`config.mk`:
```
export PLATFORM = sky130hd
export DESIGN_NAME = k12_result_collector
export DESIGN_NICKNAME = d
export VERILOG_FILES = /design/src/rtl/k12_pkg.sv /design/src/rtl/k12_nonce_fifo.sv /design/src/rtl/k12_result_collector.sv
export SDC_FILE = /design/constraint.sdc
export NUM_CORES = 1
export LEC_CHECK = 0
export BUFFER_PORTS_ARGS = -buffer_cell sky130_fd_sc_hd__buf_2
export CELL_PAD_IN_SITES_DETAIL_PLACEMENT = 1
export CELL_PAD_IN_SITES_GLOBAL_PLACEMENT = 1
export CORE_MARGIN = 5
export CORE_UTILIZATION = 48
export CTS_CLUSTER_DIAMETER = 50
export DETAILED_ROUTE_END_ITERATION = 8
export GPL_TIMING_DRIVEN = 0
export PLACE_DENSITY_LB_ADDON = 0.1
export REMOVE_ABC_BUFFERS = 1
export SLEW_MARGIN = 10
export SYNTH_ARGS = -nofsm -noshare
export SYNTH_HDL_FRONTEND = slang
export SYNTH_SLANG_ARGS = --single-unit
```
`constraint.sdc`:
```
create_clock -name clk -period 6.95 [get_ports clk]
set_clock_uncertainty 0.05 [all_clocks]
set_input_delay 0.695 -clock clk [delete_from_list [all_inputs] [get_ports clk]]
set_output_delay 0.695 -clock clk [all_outputs]
set_load 0.02 [all_outputs]
```
`src/rtl/k12_pkg.sv`:
```
// -----------------------------------------------------------------------------
// k12_pkg
// Shared definitions for the K12 PoW core array and its result collector:
// nonce width and type, drop-counter width and a saturating add used by the
// collector's drop accounting.
// -----------------------------------------------------------------------------
package k12_pkg;

  localparam int NONCE_W = 64;
  localparam int DROP_W  = 16;

  localparam logic [DROP_W-1:0] DROP_MAX = '1;

  typedef logic [NONCE_W-1:0] nonce_t;

  // Adds b to a, clamping at DROP_MAX instead of wrapping.
  function automatic logic [DROP_W-1:0] sat_add(input logic [DROP_W-1:0] a,
                                                input int unsigned      b);
    int unsigned sum;
    sum = 32'(a) + b;
    if (sum > 32'(DROP_MAX)) begin
      return DROP_MAX;
    end
    return DROP_W'(sum);
  endfunction

endpackage : k12_pkg

```
`src/rtl/k12_nonce_fifo.sv`:
```
// -----------------------------------------------------------------------------
// k12_nonce_fifo
// First-word-fall-through synchronous FIFO for nonces.
//   clk, rst_n  : clock, asynchronous active-low reset
//   flush       : synchronous clear, overrides push and pop
//   push, push_data : write request (ignored when full)
//   pop         : consume head (ignored when empty)
//   pop_data    : head entry while not empty, else zero
//   empty, full : occupancy flags, derived from the pre-edge pointers
//   count       : number of stored entries (0..DEPTH)
// Pointers carry one extra wrap bit so full and empty are distinguishable.
// -----------------------------------------------------------------------------
module k12_nonce_fifo
  import k12_pkg::*;
#(
  parameter int DEPTH = 16,
  localparam int AW   = $clog2(DEPTH)
) (
  input  logic        clk,
  input  logic        rst_n,
  input  logic        flush,
  input  logic        push,
  input  nonce_t      push_data,
  input  logic        pop,
  output nonce_t      pop_data,
  output logic        empty,
  output logic        full,
  output logic [AW:0] count
);

  logic [AW:0] wr_ptr_q, wr_ptr_d;
  logic [AW:0] rd_ptr_q, rd_ptr_d;
  nonce_t      mem_q [DEPTH];
  logic        do_push;
  logic        do_pop;

  assign empty = (wr_ptr_q == rd_ptr_q);
  assign full  = (wr_ptr_q[AW] != rd_ptr_q[AW]) &&
                 (wr_ptr_q[AW-1:0] == rd_ptr_q[AW-1:0]);
  assign count = wr_ptr_q - rd_ptr_q;

  // Fullness is judged on the pre-edge state: a simultaneous pop does not
  // make room for a push into a full FIFO.
  assign do_push = push && !full  && !flush;
  assign do_pop  = pop  && !empty && !flush;

  assign pop_data = empty ? '0 : mem_q[rd_ptr_q[AW-1:0]];

  // NOTE: every output of a combinational block gets a default on entry so no
  // path leaves it unassigned (which would infer a latch); blocking '=' is
  // used here, while clocked blocks use '<=' only.
  always_comb begin
    wr_ptr_d = wr_ptr_q;
    rd_ptr_d = rd_ptr_q;
    if (flush) begin
      wr_ptr_d = '0;
      rd_ptr_d = '0;
    end else begin
      if (do_push) wr_ptr_d = wr_ptr_q + 1'b1;
      if (do_pop)  rd_ptr_d = rd_ptr_q + 1'b1;
    end
  end

  always_ff @(posedge clk or negedge rst_n) begin
    if (!rst_n) begin
      wr_ptr_q <= '0;
      rd_ptr_q <= '0;
    end else begin
      wr_ptr_q <= wr_ptr_d;
      rd_ptr_q <= rd_ptr_d;
    end
  end

  // NOTE: storage is deliberately not reset; the pointers alone define which
  // entries are live, and a reset-free array maps onto plain RAM/flops.
  always_ff @(posedge clk) begin
    if (do_push) begin
      mem_q[wr_ptr_q[AW-1:0]] <= push_data;
    end
  end

endmodule : k12_nonce_fifo

```
`src/rtl/k12_result_collector.sv`:
```
// -----------------------------------------------------------------------------
// k12_result_collector
// Collects winning nonces from NCORE hash cores and queues them for the host.
//   clk, rst_n : clock, asynchronous active-low reset
//   flush      : synchronous clear of everything (issued with each job load)
//   store      : per-core one-cycle result strobe, bit i = core i
//   nonce      : core i nonce at [64*i +: 64], valid with store[i]
//   out_valid / out_nonce / out_ready : FWFT head of the result FIFO
//   count      : FIFO occupancy
//   overflow   : sticky, a nonce was dropped since reset/flush
//   dropped    : saturating count of dropped nonces
// Each core owns a one-entry holding register. Pending cores are merged into
// the FIFO round-robin, one per edge, starting at rr_ptr.
// -----------------------------------------------------------------------------
module k12_result_collector
  import k12_pkg::*;
#(
  parameter int NCORE = 4,
  parameter int DEPTH = 16
) (
  input  logic                       clk,
  input  logic                       rst_n,
  input  logic                       flush,
  input  logic [NCORE-1:0]           store,
  input  logic [NONCE_W*NCORE-1:0]   nonce,
  output logic                       out_valid,
  output logic [NONCE_W-1:0]         out_nonce,
  input  logic                       out_ready,
  output logic [$clog2(DEPTH):0]     count,
  output logic                       overflow,
  output logic [DROP_W-1:0]          dropped
);

  localparam int RR_W = (NCORE > 1) ? $clog2(NCORE) : 1;

  logic [NCORE-1:0]  pending_q, pending_d;
  nonce_t            held_q [NCORE];
  nonce_t            held_d [NCORE];
  logic [RR_W-1:0]   rr_ptr_q, rr_ptr_d;
  logic [DROP_W-1:0] dropped_q, dropped_d;
  logic              overflow_q, overflow_d;

  logic              grant_valid;
  logic [RR_W-1:0]   grant_idx;
  logic [RR_W:0]     cand_sum;
  int unsigned       drop_cnt;

  logic              fifo_empty;
  logic              fifo_full;
  nonce_t            fifo_head;

  // ---------------------------------------------------------------------------
  // Round-robin search: first pending core at or after rr_ptr, modulo NCORE.
  // ---------------------------------------------------------------------------
  always_comb begin
    grant_valid = 1'b0;
    grant_idx   = '0;
    cand_sum    = '0;
    for (int k = 0; k < NCORE; k++) begin
      cand_sum = {1'b0, rr_ptr_q} + (RR_W+1)'(k);
      if (cand_sum >= (RR_W+1)'(NCORE)) begin
        cand_sum = cand_sum - (RR_W+1)'(NCORE);
      end
      if (!grant_valid && pending_q[cand_sum[RR_W-1:0]]) begin
        grant_valid = 1'b1;
        grant_idx   = cand_sum[RR_W-1:0];
      end
    end
    if (fifo_full) begin
      grant_valid = 1'b0;
    end
  end

  // ---------------------------------------------------------------------------
  // Capture, grant bookkeeping and drop accounting.
  // A granted core hands its old held value to the FIFO this edge, so a new
  // strobe on the same edge can refill the register instead of being dropped.
  // ---------------------------------------------------------------------------
  always_comb begin
    pending_d = pending_q;
    held_d    = held_q;
    rr_ptr_d  = rr_ptr_q;
    drop_cnt  = 0;

    if (grant_valid) begin
      pending_d[grant_idx] = 1'b0;
      rr_ptr_d = (grant_idx == RR_W'(NCORE-1)) ? '0 : RR_W'(grant_idx + 1'b1);
    end

    for (int i = 0; i < NCORE; i++) begin
      if (store[i]) begin
        if (!pending_q[i] || (grant_valid && grant_idx == RR_W'(i))) begin
          held_d[i]    = nonce[NONCE_W*i +: NONCE_W];
          pending_d[i] = 1'b1;
        end else begin
          drop_cnt = drop_cnt + 1;
        end
      end
    end

    dropped_d  = sat_add(dropped_q, drop_cnt);
    overflow_d = overflow_q | (drop_cnt != 0);

    // Flush wins over capture, grant and drop accounting alike.
    if (flush) begin
      pending_d  = '0;
      rr_ptr_d   = '0;
      dropped_d  = '0;
      overflow_d = 1'b0;
    end
  end

  always_ff @(posedge clk or negedge rst_n) begin
    if (!rst_n) begin
      pending_q  <= '0;
      rr_ptr_q   <= '0;
      dropped_q  <= '0;
      overflow_q <= 1'b0;
    end else begin
      pending_q  <= pending_d;
      rr_ptr_q   <= rr_ptr_d;
      dropped_q  <= dropped_d;
      overflow_q <= overflow_d;
    end
  end

  // Held values are only meaningful while the matching pending bit is set.
  always_ff @(posedge clk) begin
    held_q <= held_d;
  end

  // ---------------------------------------------------------------------------
  // Result FIFO
  // ---------------------------------------------------------------------------
  k12_nonce_fifo #(
    .DEPTH (DEPTH)
  ) u_fifo (
    .clk       (clk),
    .rst_n     (rst_n),
    .flush     (flush),
    .push      (grant_valid),
    .push_data (held_q[grant_idx]),
    .pop       (out_valid && out_ready),
    .pop_data  (fifo_head),
    .empty     (fifo_empty),
    .full      (fifo_full),
    .count     (count)
  );

  assign out_valid = !fifo_empty;
  assign out_nonce = fifo_head;
  assign overflow  = overflow_q;
  assign dropped   = dropped_q;

endmodule : k12_result_collector

```
==> summary.md <==
| Metric | Value |
|---|---|
| Peak supply drop | `approximately 0.20 mV` |
| P_leak | `20.23 nW` |
| Clk sink count | `between 1,000 and 1,500` |
| CP required | `7550 ps` |
| Unrepaired setup endpoints after global routing | `no` |
| Routed via count | `between 20,000 and 30,000` |
| Number of buffers created by CTS | `between 100 and 150` |
| Ys async rst share | `between 2 and 3%` |
| Placed Instance Area | `about 56,000 um2` |
| Crit path launch type | `flop` |
| Die Wd | `335.2 um` |
| Cell variety after synth | `between 40 and 50` |
| Worst-path cell chain | `nor2b_1, o21ai_1, o211a_4, buf_16, inv_4, buf_16, ha_1, nand2_1, and3_1, ha_1, nand2_1, nand2_1, a21oi_1, a2bb2oi_1, ha_1, and4b_1, a31oi_1, ha_1, a21o_1, a21o_1, a21oi_1, nor4_1, and3_1, nor3_1` |
| DRT antenna net count | `0` |
| Final net count | `3,177` |
| Number of I/O port buffers | `350` |
| Worst hold path type | `in -> reg` |
| CP most frequent cell | `ha_1` |
| H-tree depth | `4` |
| WL per Instance | `28.99 um` |
| Fmax | `154.4 MHz` |
| Power Dens Cells | `approximately 360 nW/um2` |
| Area contributors post-synth | `edfxtp_1, mux4_2, nand2_1, dfrtp_1, and2_1` |
| Initial Utilization | `48.30%` |
| Detailed Route WL | `between 100,000 and 150,000 um` |
| Synth Flop Type | `edfxtp_1` |
| Period minus WS final | `~6500 ps` |
| Boundary Pins | `~350` |
| CTS tree | `built` |
| Detailed Route Iter0 Violations | `2,228` |
| Commonest non-fill, non-tap cells in the layout | `edfxtp_1, buf_2, mux4_2, nand2_1, clkbuf_16` |
| EDFF count, synth | `1,280` |
| Yosys warnings | `0` |
| Area Overhead vs Synth | `18.97%` |
| Antenna violations before repair | `5` |
| CTS Root Cell | `clkbuf_16` |
| CTS Buffer Depth | `3` |
| Skew-Pair Late Insertion Delay | `750 ps` |
| Die Y | `~340 um` |
| Sequential fraction of the synthesis area | `a little under 80%` |
| Crit. End Element | `flop` |
| Core Rows | `roughly 120` |
| Share of layout cells above drive strength 1 | `between 30% and 40%` |
| DPL Wire Length | `between 70,000 and 80,000 um` |
| Relative slew slack | `around 16%` |
| Drt first pass iters | `5` |
| Fillers | `~9,100` |
| Vias in the first global route | `28,440` |
| Worst-margin pin slew | `between 1000 and 1500 ps` |
| Die Area | `about 110,000 um2` |
| Core area | `about 110,000 um2` |
| Top cell type by total area after synthesis | `edfxtp_1` |
| CP max-delay cell | `a21oi_1` |
| Total GRT Usage | `a little under a quarter` |
| Worst hold slack | `about 70 ps` |
| Crit-path max FO | `between 40 and 50` |
| Delay-heaviest family, CP | `compound AO/OA/AOI/OAI gates` |
| # setup viols final | `0` |
| Final Max Tran Viols | `0` |
| Pin count of the biggest net entering global routing | `between 80 and 90` |
| Outcome | `finished, final reports clean` |
| Cells after Synth | `between 2,000 and 2,500` |
| Final hold violations | `0` |
| GP Congestion | `~0.75` |
| FF+latch count, synth | `1,313` |
| Setup TNS | `0 ps` |
| Number of buffer and inverter stages on the critical path | `3` |
| Critical path class | `reg -> reg` |
| Fin crit share | `around 93%` |
| Avg Cell Area, Syn | `20.75 um2` |
| Worst-path clk slew | `60 ps` |
| Max-cap violation count | `0` |
| DRC | `0` |
| Final instance area | `60,400 um2` |
| Critical Path AT | `approximately 7100 ps` |
| Via-per-instance ratio | `5.861` |
| Critical path's largest stage delay | `520 ps` |
| Global route overflow | `0` |
| Share of the synthesized area in the top cell type | `between 70% and 80%` |
| Commonest non-fill, non-tap cell in the layout | `edfxtp_1` |
| First-pass GRT wire length | `around 190,000 um` |
| Syn Std Cell Area | `50,770 um2` |
| Pre-CTS WS | `160.1 ps` |
| Final worst slack | `between 400 and 500 ps` |
sequential cells by signal, summed over array words and instances (netlist names):
signal / cells
u_fifo.mem_q: 1024
held_q: 256
dropped: 16
u_fifo.rd_ptr_q: 5
u_fifo.wr_ptr_q: 5
pending_q: 4
rr_ptr_q: 2
overflow: 1
path summary, 6_finish.rpt:
check	startpoint	endpoint	slack, ps	depth (start not counted)
hold / removal	nonce[77]	held_q[141]	70	1
min in group asynchronous	rst_n	u_fifo.wr_ptr_q[4]	550	2
setup / recovery	rr_ptr_q[1]	dropped[15]	470	24
setup reg to reg	rr_ptr_q[1]	dropped[15]	470	24
hold reg to reg	overflow	overflow	480	2
max in group asynchronous	rst_n	u_fifo.rd_ptr_q[0]	5670	2
layout make-up:
cell class	count	area [um2]	share of cell area (%)
inverters	23	101.3	0.1678
well taps	1391	1740	2.881
repair buffers	423	3473	5.750
multi-input cells	983	11230	18.60
clock inverters	75	614.3	1.017
flip-flops and latches	1313	39270	65.02
clock buffers	186	3960	6.556
diodes	2	5.005	0.008286
synthesized netlist by cell type (2+ instances only):
cell	n
edfxtp_1	1280
mux4_2	320
nand2_1	277
and2_1	79
and3_1	72
clkbuf_1	69
a31oi_1	66
nor2_1	40
dfrtp_1	33
a21oi_1	22
inv_1	22
ha_1	20
buf_2	19
buf_4	19
buf_1	16
xnor2_1	14
xor2_1	8
mux2i_1	6
buf_6	5
nand3_1	5
nand4_1	5
nor2b_1	5
a21boi_0	4
a21o_1	4
a211oi_1	3
and4b_1	3
nor3_1	3
o21ai_0	3
o21ai_1	3
fa_1	2
nand2b_1	2
nor3b_1	2
power by group:
part / internal (W) / switching (W) / leakage (nW)
registers: 0.00952 / 0.000160 / 12.1
clock network: 0.00426 / 0.00306 / 2.21
logic: 0.00195 / 0.00263 / 5.88
total: 0.0157 / 0.00585 / 20.2
per-stage QoR:
stage          std cells  power (W)  utilization [%]
6_report            4396    0.02159            57.46
3_3_place_gp        4060    0.01405            51.04
5_1_grt             4394    0.02251            57.46
4_1_cts             4390    0.02180            57.18
2_1_floorplan       2319    0.01314                -
3_5_place_dp        4128    0.01446            52.82
per-layer routing:
metal | wire length, um | GRT usage (%)
met1 | 53250 | 31.90
met2 | 63420 | 37.39
met5 | 7 | 0
met4 | 2486 | 5.500
met3 | 8262 | 4.634
what timing repair did:
action                     in CTS  in global routing
resized for setup               0                  1
hold buffers                    1                  0
hold endpoints to repair       30                  0
setup endpoints to repair       0                 14
setup buffers                   0                  4
logic make-up after synthesis:
| logic type | count (synthesis) | share of synthesized area (%) |
|---|---|---|
| flip-flops | 1313 | 77.33 |
| AND/OR/NAND/NOR | 500 | 4.640 |
| XOR/XNOR | 22 | 0.3795 |
| multiplexers | 326 | 14.31 |
| buffers and inverters | 151 | 1.378 |
| adder cells (fa/ha/maj) | 22 | 0.5717 |
| AO/OA/AOI/OAI | 113 | 1.385 |
No activity file was read; power rests on OpenSTA's default activity.
